**config.mk**
```make
export PLATFORM = sky130hd
export DESIGN_NAME = aud_i2s_player_flat
export DESIGN_NICKNAME = d
export VERILOG_FILES = /design/src/rtl/aud_i2s_player_if.sv /design/src/rtl/aud_i2s_player.sv /design/src/flat_wrapper.sv
export SDC_FILE = /design/constraint.sdc
export NUM_CORES = 1
export LEC_CHECK = 0
export CORE_ASPECT_RATIO = 0.75
export CORE_MARGIN = 2
export CORE_UTILIZATION = 36
export CTS_BUF_LIST = sky130_fd_sc_hd__clkbuf_4
export DETAILED_ROUTE_END_ITERATION = 10
export HOLD_SLACK_MARGIN = 0.08
export PLACE_DENSITY = 0.61
export SLEW_MARGIN = 20
export SYNTH_ARGS = -nofsm -noshare
export SYNTH_HDL_FRONTEND = slang
export SYNTH_SLANG_ARGS = --single-unit
export TNS_END_PERCENT = 20
```
**constraint.sdc**
```tcl
create_clock -name i_clk -period 5.6 [get_ports i_clk]
set_clock_uncertainty 0.2 [all_clocks]
set_input_delay 1.68 -clock i_clk [delete_from_list [all_inputs] [get_ports i_clk]]
set_output_delay 1.68 -clock i_clk [all_outputs]
set_load 0.005 [all_outputs]
```
**src/rtl/aud_i2s_player_if.sv**
```systemverilog
// -----------------------------------------------------------------------------
// aud_i2s_player_if
//   Bundles the signals of the I2S DAC playback stage so the player and its
//   environment connect through one port.
//
//   Parameters:
//     DATA_W  sample width
//     UCNT_W  underrun counter width
//
//   Signals:
//     i_daclrck       codec DAC left/right clock (BCLK-synchronous)
//     i_en            one-cycle sample strobe from the DSP stage
//     i_dac_data      signed sample, valid while i_en = 1
//     i_mute          force a zero word at the next slot start
//     o_aud_dacdat    serial data to the codec
//     o_busy          high while a word is being shifted
//     o_underrun      one-cycle pulse on a slot start with no fresh sample
//     o_underrun_cnt  saturating underrun count
//
//   Modports:
//     master  environment side (DSP + codec clocking) driving the player
//     slave   the player itself
// -----------------------------------------------------------------------------
interface aud_i2s_player_if #(
  parameter int DATA_W = 16,
  parameter int UCNT_W = 8
);
  logic              i_daclrck;
  logic              i_en;
  logic [DATA_W-1:0] i_dac_data;
  logic              i_mute;
  logic              o_aud_dacdat;
  logic              o_busy;
  logic              o_underrun;
  logic [UCNT_W-1:0] o_underrun_cnt;

  modport master (
    output i_daclrck,
    output i_en,
    output i_dac_data,
    output i_mute,
    input  o_aud_dacdat,
    input  o_busy,
    input  o_underrun,
    input  o_underrun_cnt
  );

  modport slave (
    input  i_daclrck,
    input  i_en,
    input  i_dac_data,
    input  i_mute,
    output o_aud_dacdat,
    output o_busy,
    output o_underrun,
    output o_underrun_cnt
  );
endinterface

```
**src/rtl/aud_i2s_player.sv**
```systemverilog
// -----------------------------------------------------------------------------
// aud_i2s_player
//   Sits directly downstream of the DSP playback stage. Each sample strobed in
//   with i_en is held; at every slot start (DACLRCK edge into the SLOT_LRC
//   level) the held sample is serialised MSB-first onto the codec DAC data
//   line in I2S format (one BCLK of delay after the DACLRCK edge). A slot start
//   that finds no fresh sample repeats the held sample and is logged as an
//   underrun.
//
//   Parameters:
//     DATA_W    sample width / bits shifted per slot
//     SLOT_LRC  DACLRCK level of the slot carrying data
//     UCNT_W    underrun counter width
//
//   Ports:
//     i_clk   codec bit clock (BCLK), all logic on the rising edge
//     i_rst   asynchronous, active-high reset
//     bus     aud_i2s_player_if.slave (DACLRCK, sample input, serial output,
//             busy and underrun status)
//
//   Build option:
//     AUD_PLAYER_BOTH_CH_EN  when defined, both DACLRCK edges start a slot and
//                            the word loaded at the SLOT_LRC edge is sent
//                            again at the opposite edge (mono to both
//                            channels). When undefined the opposite slot
//                            carries zeros.
// -----------------------------------------------------------------------------
module aud_i2s_player #(
  parameter int DATA_W   = 16,
  parameter bit SLOT_LRC = 1'b1,
  parameter int UCNT_W   = 8
) (
  input  logic             i_clk,
  input  logic             i_rst,
  aud_i2s_player_if.slave  bus
);

  // Wide enough to hold DATA_W itself.
  localparam int CNT_W = $clog2(DATA_W) + 1;

  typedef enum logic {
    ST_IDLE,
    ST_SHIFT
  } state_t;

  state_t            state_q;
  state_t            state_d;

  logic              lrc_d;
  logic [DATA_W-1:0] hold_q;
  logic              valid_q;
  logic [DATA_W-1:0] shift_q;
  logic [CNT_W-1:0]  bit_cnt_q;
  logic              underrun_q;
  logic [UCNT_W-1:0] ucnt_q;

  logic              lrc_edge;
  logic              prim_start;
  logic              load;
  logic [DATA_W-1:0] load_word;
  logic              starve;
  logic              busy_c;
  logic              dacdat_c;

`ifdef AUD_PLAYER_BOTH_CH_EN
  // Word sent in the data slot, replayed in the opposite slot.
  logic [DATA_W-1:0] last_q;
  logic              sec_start;
`endif

  // ---------------------------------------------------------------------------
  // DACLRCK edge detection. The slot-start cycle itself provides the I2S
  // one-bit delay: the word loads at the end of it and its MSB appears in the
  // following cycle.
  // ---------------------------------------------------------------------------
  assign lrc_edge   = (bus.i_daclrck != lrc_d);
  assign prim_start = lrc_edge && (bus.i_daclrck == SLOT_LRC);
`ifdef AUD_PLAYER_BOTH_CH_EN
  assign sec_start  = lrc_edge && (bus.i_daclrck != SLOT_LRC);
`endif

  // ---------------------------------------------------------------------------
  // Next-state and load selection.
  // ---------------------------------------------------------------------------
  // NOTE: every variable gets a default at the top of always_comb; a path that
  // leaves one unassigned would infer a latch.
  always_comb begin
    state_d   = state_q;
    load      = 1'b0;
    load_word = hold_q;
    starve    = 1'b0;
    busy_c    = (state_q == ST_SHIFT);
    dacdat_c  = busy_c & shift_q[DATA_W-1];

    if (prim_start) begin
      load = 1'b1;
      if (bus.i_mute) begin
        load_word = '0;
      end else if (bus.i_en) begin
        // A strobe coinciding with the slot start goes straight to the wire.
        load_word = bus.i_dac_data;
      end else if (valid_q) begin
        load_word = hold_q;
      end else begin
        // Nothing fresh: repeat the held sample and flag the underrun.
        load_word = hold_q;
        starve    = 1'b1;
      end
    end
`ifdef AUD_PLAYER_BOTH_CH_EN
    else if (sec_start) begin
      load      = 1'b1;
      load_word = last_q;
    end
`endif

    // A slot start always (re)starts a word, aborting one still in flight
    // when the BCLK/LRCK ratio is too short.
    case (state_q)
      ST_IDLE: begin
        if (load) state_d = ST_SHIFT;
      end
      ST_SHIFT: begin
        if (!load && (bit_cnt_q == '0)) state_d = ST_IDLE;
      end
      default: state_d = ST_IDLE;
    endcase
  end

  // ---------------------------------------------------------------------------
  // State register.
  // ---------------------------------------------------------------------------
  // NOTE: the reset is asynchronous so the serial line drops to zero in the
  // same cycle i_rst rises, without waiting for a BCLK edge.
  always_ff @(posedge i_clk or posedge i_rst) begin
    if (i_rst) begin
      state_q <= ST_IDLE;
    end else begin
      state_q <= state_d;
    end
  end

  // ---------------------------------------------------------------------------
  // Datapath: edge history, holding register, shifter and underrun tracking.
  // ---------------------------------------------------------------------------
  // NOTE: sequential state uses non-blocking assignments so every register
  // samples the pre-edge values regardless of statement order.
  always_ff @(posedge i_clk or posedge i_rst) begin
    if (i_rst) begin
      lrc_d      <= 1'b0;
      hold_q     <= '0;
      valid_q    <= 1'b0;
      shift_q    <= '0;
      bit_cnt_q  <= '0;
      underrun_q <= 1'b0;
      ucnt_q     <= '0;
    end else begin
      lrc_d      <= bus.i_daclrck;
      underrun_q <= starve;

      if (starve && (ucnt_q != '1)) begin
        ucnt_q <= ucnt_q + UCNT_W'(1);
      end

      // The holding register always follows the strobe; a word already in
      // the shifter is unaffected.
      if (bus.i_en) begin
        hold_q <= bus.i_dac_data;
      end

      // Every data-slot start consumes the sample (mute discards it).
      if (prim_start) begin
        valid_q <= 1'b0;
      end else if (bus.i_en) begin
        valid_q <= 1'b1;
      end

      if (load) begin
        shift_q   <= load_word;
        bit_cnt_q <= CNT_W'(DATA_W - 1);
      end else if (state_q == ST_SHIFT) begin
        shift_q <= {shift_q[DATA_W-2:0], 1'b0};
        if (bit_cnt_q != '0) begin
          bit_cnt_q <= bit_cnt_q - CNT_W'(1);
        end
      end
    end
  end

`ifdef AUD_PLAYER_BOTH_CH_EN
  always_ff @(posedge i_clk or posedge i_rst) begin
    if (i_rst) begin
      last_q <= '0;
    end else if (prim_start) begin
      last_q <= load_word;
    end
  end
`endif

  // ---------------------------------------------------------------------------
  // Outputs. Data is gated by busy so the line is zero between words and in
  // the unused channel slot.
  // ---------------------------------------------------------------------------
  assign bus.o_aud_dacdat   = dacdat_c;
  assign bus.o_busy         = busy_c;
  assign bus.o_underrun     = underrun_q;
  assign bus.o_underrun_cnt = ucnt_q;

endmodule

```
**src/flat_wrapper.sv**
```systemverilog
// flat-port wrapper written by rule: the top's interface ports become plain ports
module aud_i2s_player_flat 
#(
  parameter int DATA_W   = 16,
  parameter bit SLOT_LRC = 1'b1,
  parameter int UCNT_W   = 8
)
  (i_clk, i_rst, bus_i_daclrck, bus_i_en, bus_i_dac_data, bus_i_mute, bus_o_aud_dacdat, bus_o_busy, bus_o_underrun, bus_o_underrun_cnt);
  aud_i2s_player_if #(.DATA_W(DATA_W), .UCNT_W(UCNT_W)) bus_i ();
  input  logic i_clk;
  input  logic i_rst;
  input wire logic [$bits(bus_i.i_daclrck)-1:0] bus_i_daclrck;
  input wire logic [$bits(bus_i.i_en)-1:0] bus_i_en;
  input wire logic [$bits(bus_i.i_dac_data)-1:0] bus_i_dac_data;
  input wire logic [$bits(bus_i.i_mute)-1:0] bus_i_mute;
  output wire logic [$bits(bus_i.o_aud_dacdat)-1:0] bus_o_aud_dacdat;
  output wire logic [$bits(bus_i.o_busy)-1:0] bus_o_busy;
  output wire logic [$bits(bus_i.o_underrun)-1:0] bus_o_underrun;
  output wire logic [$bits(bus_i.o_underrun_cnt)-1:0] bus_o_underrun_cnt;
  assign bus_i.i_daclrck = bus_i_daclrck;
  assign bus_i.i_en = bus_i_en;
  assign bus_i.i_dac_data = bus_i_dac_data;
  assign bus_i.i_mute = bus_i_mute;
  assign bus_o_aud_dacdat = bus_i.o_aud_dacdat;
  assign bus_o_busy = bus_i.o_busy;
  assign bus_o_underrun = bus_i.o_underrun;
  assign bus_o_underrun_cnt = bus_i.o_underrun_cnt;
  aud_i2s_player #(.DATA_W(DATA_W), .SLOT_LRC(SLOT_LRC), .UCNT_W(UCNT_W)) u_core (.i_clk(i_clk), .i_rst(i_rst), .bus(bus_i));
endmodule
```
==> metrics.txt <==
# TYPE chip_impl_metric gauge
chip_impl_metric{name="clock_sinks",unit=""} 49
chip_impl_metric{name="layout-drive-gt1-share",unit=""} 0.158
chip_impl_metric{name="timing.reg2reg.worst_path_depth",unit=""} 4
chip_impl_metric{name="powerDensity",unit="mW/mm2"} 290
chip_impl_info{name="hp-class",value="register to register"} 1
chip_impl_metric{name="timing.final.crit_share",unit=""} 0.670
chip_impl_metric{name="worst-path-max-fanout",unit=""} 18
chip_impl_metric{name="synthToLayoutAreaGrowth",unit="%"} 19.8
chip_impl_metric{name="place.detailed.instances",unit=""} 261
chip_impl_metric{name="chipWidth",unit="um"} 92.5
chip_impl_info{name="ys.flop_type",value="sky130_fd_sc_hd__dfrtp_1"} 1
chip_impl_metric{name="detailedRoute.firstPassIterationCount",unit=""} 4
chip_impl_metric{name="route.vias.total",unit=""} 1322
chip_impl_metric{name="irDropWorstVdd",unit="mV"} 0.106
chip_impl_info{name="clock_tree.root_cell",value="sky130_fd_sc_hd__clkbuf_4"} 1
chip_impl_metric{name="cts_max_path_buffers",unit=""} 2
chip_impl_metric{name="synth.lib_cells_used.distinct",unit=""} 34
chip_impl_metric{name="final.setup.worst_slack",unit="ns"} 1.85
chip_impl_metric{name="groute.layer.met1.usage",unit=""} 0.165
chip_impl_metric{name="finalMaxSlewViolations",unit=""} 0
chip_impl_metric{name="cts-buffers-inserted",unit=""} 5
chip_impl_metric{name="grtUsageMet3",unit=""} 0.0367
chip_impl_info{name="most_utilized_layer_in_the_global_route_result",value="met2"} 1
chip_impl_metric{name="globalRouteOverflowTotal",unit=""} 0
chip_impl_metric{name="dp_slack",unit="ns"} 1.46
chip_impl_metric{name="synthesis.yosys.warnings",unit=""} 0
chip_impl_info{name="worstReg2RegStart",value="u_core.lrc_d"} 1
chip_impl_metric{name="synthDominantCellAreaShare",unit=""} 0.580
chip_impl_metric{name="clock_insertion_delay_worst_skew",unit="ns"} 0.36
chip_impl_metric{name="worst-endpoint-required",unit="ns"} 5.65
chip_impl_metric{name="yosysSeqAreaShare",unit=""} 0.580
chip_impl_metric{name="slew_headroom",unit=""} 0.448
chip_impl_metric{name="syn_area",unit="mm2"} 0.00211
chip_impl_metric{name="synth_fp_nets",unit=""} 182
chip_impl_metric{name="worst_r2r_setup_slack",unit="ns"} 3.33
chip_impl_metric{name="whs_path_cells",unit=""} 1
chip_impl_metric{name="holdWs",unit="ns"} 0.296
chip_impl_metric{name="final-hold-violation-count",unit=""} 0
chip_impl_metric{name="post_cts_buffers",unit=""} 0
chip_impl_metric{name="post_cts_sizing_count",unit=""} 0
chip_impl_metric{name="yosys_register_bits",unit=""} 49
chip_impl_metric{name="drc_errors",unit=""} 0
chip_impl_metric{name="grt_util_met2",unit=""} 0.209
chip_impl_metric{name="place_hpwl",unit="um"} 2630
chip_impl_info{name="synth.cells.most_frequent",value="sky130_fd_sc_hd__dfrtp_1 (49), sky130_fd_sc_hd__mux2_2 (16), sky130_fd_sc_hd__mux2i_1 (15), sky130_fd_sc_hd__o2bb2ai_1 (15), sky130_fd_sc_hd__nor2_1 (6)"} 1
chip_impl_info{name="worst_setup_path_end_kind",value="register"} 1
chip_impl_metric{name="cap_viol_max_count",unit=""} 0
chip_impl_metric{name="totalNegativeSetupSlack",unit="ns"} 0
chip_impl_info{name="rsz0062_at_grt",value="no"} 1
chip_impl_metric{name="gp_congestion",unit=""} 0.707
chip_impl_metric{name="final_ant_viol_nets",unit=""} 0
chip_impl_metric{name="antenna_cells",unit=""} 0
chip_impl_metric{name="number_of_global_route_vias_before_repair",unit=""} 1411
chip_impl_metric{name="cts.clk_slew.worst_paths",unit="ns"} 0.13
chip_impl_info{name="ys_top_cells_by_area",value="sky130_fd_sc_hd__dfrtp_1 (58%), sky130_fd_sc_hd__mux2_2 (8.5%), sky130_fd_sc_hd__mux2i_1 (7.1%)"} 1
chip_impl_metric{name="min_period",unit="ns"} 3.75
chip_impl_info{name="synth_most_common_cell",value="sky130_fd_sc_hd__dfrtp_1"} 1
chip_impl_metric{name="post_synth_edffs",unit=""} 0
chip_impl_info{name="result_of_the_run",value="finished, final reports clean"} 1
chip_impl_metric{name="htree_levels",unit=""} 2
chip_impl_metric{name="setup_violations",unit=""} 0
chip_impl_metric{name="ctsHoldBuffers",unit=""} 0
chip_impl_info{name="cts_tree",value="done"} 1
chip_impl_metric{name="final-instance-count-excl-fill",unit=""} 268
chip_impl_metric{name="syn_avg_cell_area",unit="um2"} 13.3
chip_impl_info{name="regToRegEndpoint",value="u_core.bus.o_underrun_cnt[7]"} 1
chip_impl_metric{name="die_area",unit="mm2"} 0.00651
chip_impl_info{name="yosysTopAreaCell",value="sky130_fd_sc_hd__dfrtp_1"} 1
chip_impl_metric{name="drt_iter0_drc",unit=""} 36
chip_impl_info{name="worst_hold_startpoint",value="u_core.bus.o_underrun_cnt[4]"} 1
chip_impl_metric{name="core",unit="mm2"} 0.00574
chip_impl_metric{name="layout.nets",unit=""} 213
chip_impl_info{name="hold_end",value="u_core.bus.o_underrun_cnt[4]"} 1
chip_impl_metric{name="wl_per_cell",unit="um"} 13.9
chip_impl_metric{name="drt_wl_total",unit="um"} 3720
chip_impl_metric{name="io-pin-count",unit=""} 32
chip_impl_metric{name="antenna_violations_before_repair",unit=""} 0
chip_impl_metric{name="critPathArrivalTime",unit="ns"} 3.81
chip_impl_metric{name="placement.io_buffers",unit=""} 31
chip_impl_info{name="worst_setup_path_start_kind",value="primary input"} 1
chip_impl_metric{name="async_reset_ff_frac",unit=""} 1.00
chip_impl_metric{name="max_slew.worst_pin.slew",unit="ns"} 0.827
chip_impl_metric{name="grt_pass1_wl",unit="um"} 6580
chip_impl_info{name="crit_path_category",value="primary input to register"} 1
chip_impl_metric{name="post_synth_inst_count",unit=""} 159
chip_impl_metric{name="post_drt_via_cell_ratio",unit=""} 4.93
chip_impl_metric{name="start_util",unit=""} 0.368
chip_impl_metric{name="die_y",unit="um"} 70.4
chip_impl_metric{name="grtUsageTotal",unit=""} 0.131
chip_impl_metric{name="grt_max_degree",unit=""} 50
chip_impl_metric{name="leakage",unit="nW"} 1.17
chip_impl_metric{name="clock.fmax",unit="MHz"} 266
chip_impl_metric{name="floorplan.rows",unit=""} 24
kinds of logic (layout without fill, tap and decap cells):
family                     Yosys count  in the layout  synth area share
AOI/OAI and AO/OA                   26             26            0.0947
xor gates and xnor gates             6              6            0.0249
adders and majority gates            2              2            0.0118
buffers and inverters               13             44            0.0308
DFF                                 49             49             0.580
muxes                               33             33             0.167
and+or+nand+nor                     30             30            0.0906
area by class of cell:
cell class                 count  area [um2]
clock inverter                 1        3.75
tap                           78        97.6
timing repair buffer          32         318
inverter                       5        20.0
clock buffer                   6        45.0
sequential                    49        1230
fill                         523        3200
multi-input combinational     97         822
power by group:
part / switching, mW / leakage [nW] / internal [mW] / total [mW]
logic: 0.0613 / 0.539 / 0.0819 / 0.143
clock network: 0.104 / 0.0292 / 0.0507 / 0.155
registers: 0.0343 / 0.606 / 0.403 / 0.437
critical path, cell delays in order:
cell	delay (ns)
sky130_fd_sc_hd__clkdlybuf4s50_1	0.51
sky130_fd_sc_hd__nor2b_2	0.68
sky130_fd_sc_hd__nand3b_4	0.23
sky130_fd_sc_hd__nor4_2	0.34
sky130_fd_sc_hd__mux2_1	0.36
metal layers:
metal	up-vias	share of wire	wire length, um
met2	21	0.47	1740
met1	658	0.49	1810
met4	0	0.021	77
met3	7	0.026	97
li1	636	-	-
met5	-	0	0
registers in the layout (all words and copies together), names as in the netlist:
| signal | cells |
|---|---|
| u_core.bus.o_busy | 1 |
| u_core.valid_q | 1 |
| u_core.bus.o_underrun | 1 |
| u_core.bus.o_underrun_cnt | 8 |
| u_core.bit_cnt_q | 5 |
| u_core.lrc_d | 1 |
| u_core.hold_q | 16 |
| u_core.shift_q | 16 |
cells in the final DEF, fill, tap and decap left out, types with 2 or more instances in the layout:
cell	count
sky130_fd_sc_hd__a21oi_1	5
sky130_fd_sc_hd__clkbuf_4	6
sky130_fd_sc_hd__clkdlybuf4s50_1	31
sky130_fd_sc_hd__dfrtp_1	49
sky130_fd_sc_hd__ha_1	2
sky130_fd_sc_hd__inv_1	4
sky130_fd_sc_hd__mux2_1	2
sky130_fd_sc_hd__mux2_2	16
sky130_fd_sc_hd__mux2i_1	15
sky130_fd_sc_hd__nand2_1	5
sky130_fd_sc_hd__nand3_1	3
sky130_fd_sc_hd__nor2_1	6
sky130_fd_sc_hd__nor3_1	3
sky130_fd_sc_hd__nor4_1	2
sky130_fd_sc_hd__o21ai_0	3
sky130_fd_sc_hd__o2bb2ai_1	15
sky130_fd_sc_hd__xor2_1	5
metrics by stage:
step / power, mW / instance area (um2) / util
detailed placement: 0.591 / 2480 / 0.433
global route: 0.782 / 2530 / 0.442
floorplan: 0.527 / 2110 / -
global placement: 0.581 / 2480 / 0.433
finish: 0.735 / 2530 / 0.442
CTS: 0.747 / 2530 / 0.441
worst max-delay path by stage:
stage	from	to	slack [ns]	cells past startpoint
2_1_floorplan	i_rst	u_core.bit_cnt_q[0]	2.55	1
3_3_place_gp	bus_i_daclrck	u_core.bus.o_underrun_cnt[7]	1.58	5
3_5_place_dp	bus_i_daclrck	u_core.bus.o_underrun_cnt[7]	1.46	5
4_1_cts	bus_i_daclrck	u_core.bus.o_underrun_cnt[7]	1.87	5
5_1_grt	bus_i_daclrck	u_core.bus.o_underrun_cnt[7]	1.76	5
6_report	bus_i_daclrck	u_core.bus.o_underrun_cnt[7]	1.85	5
Note: power is estimated with default switching activity, not from simulation.
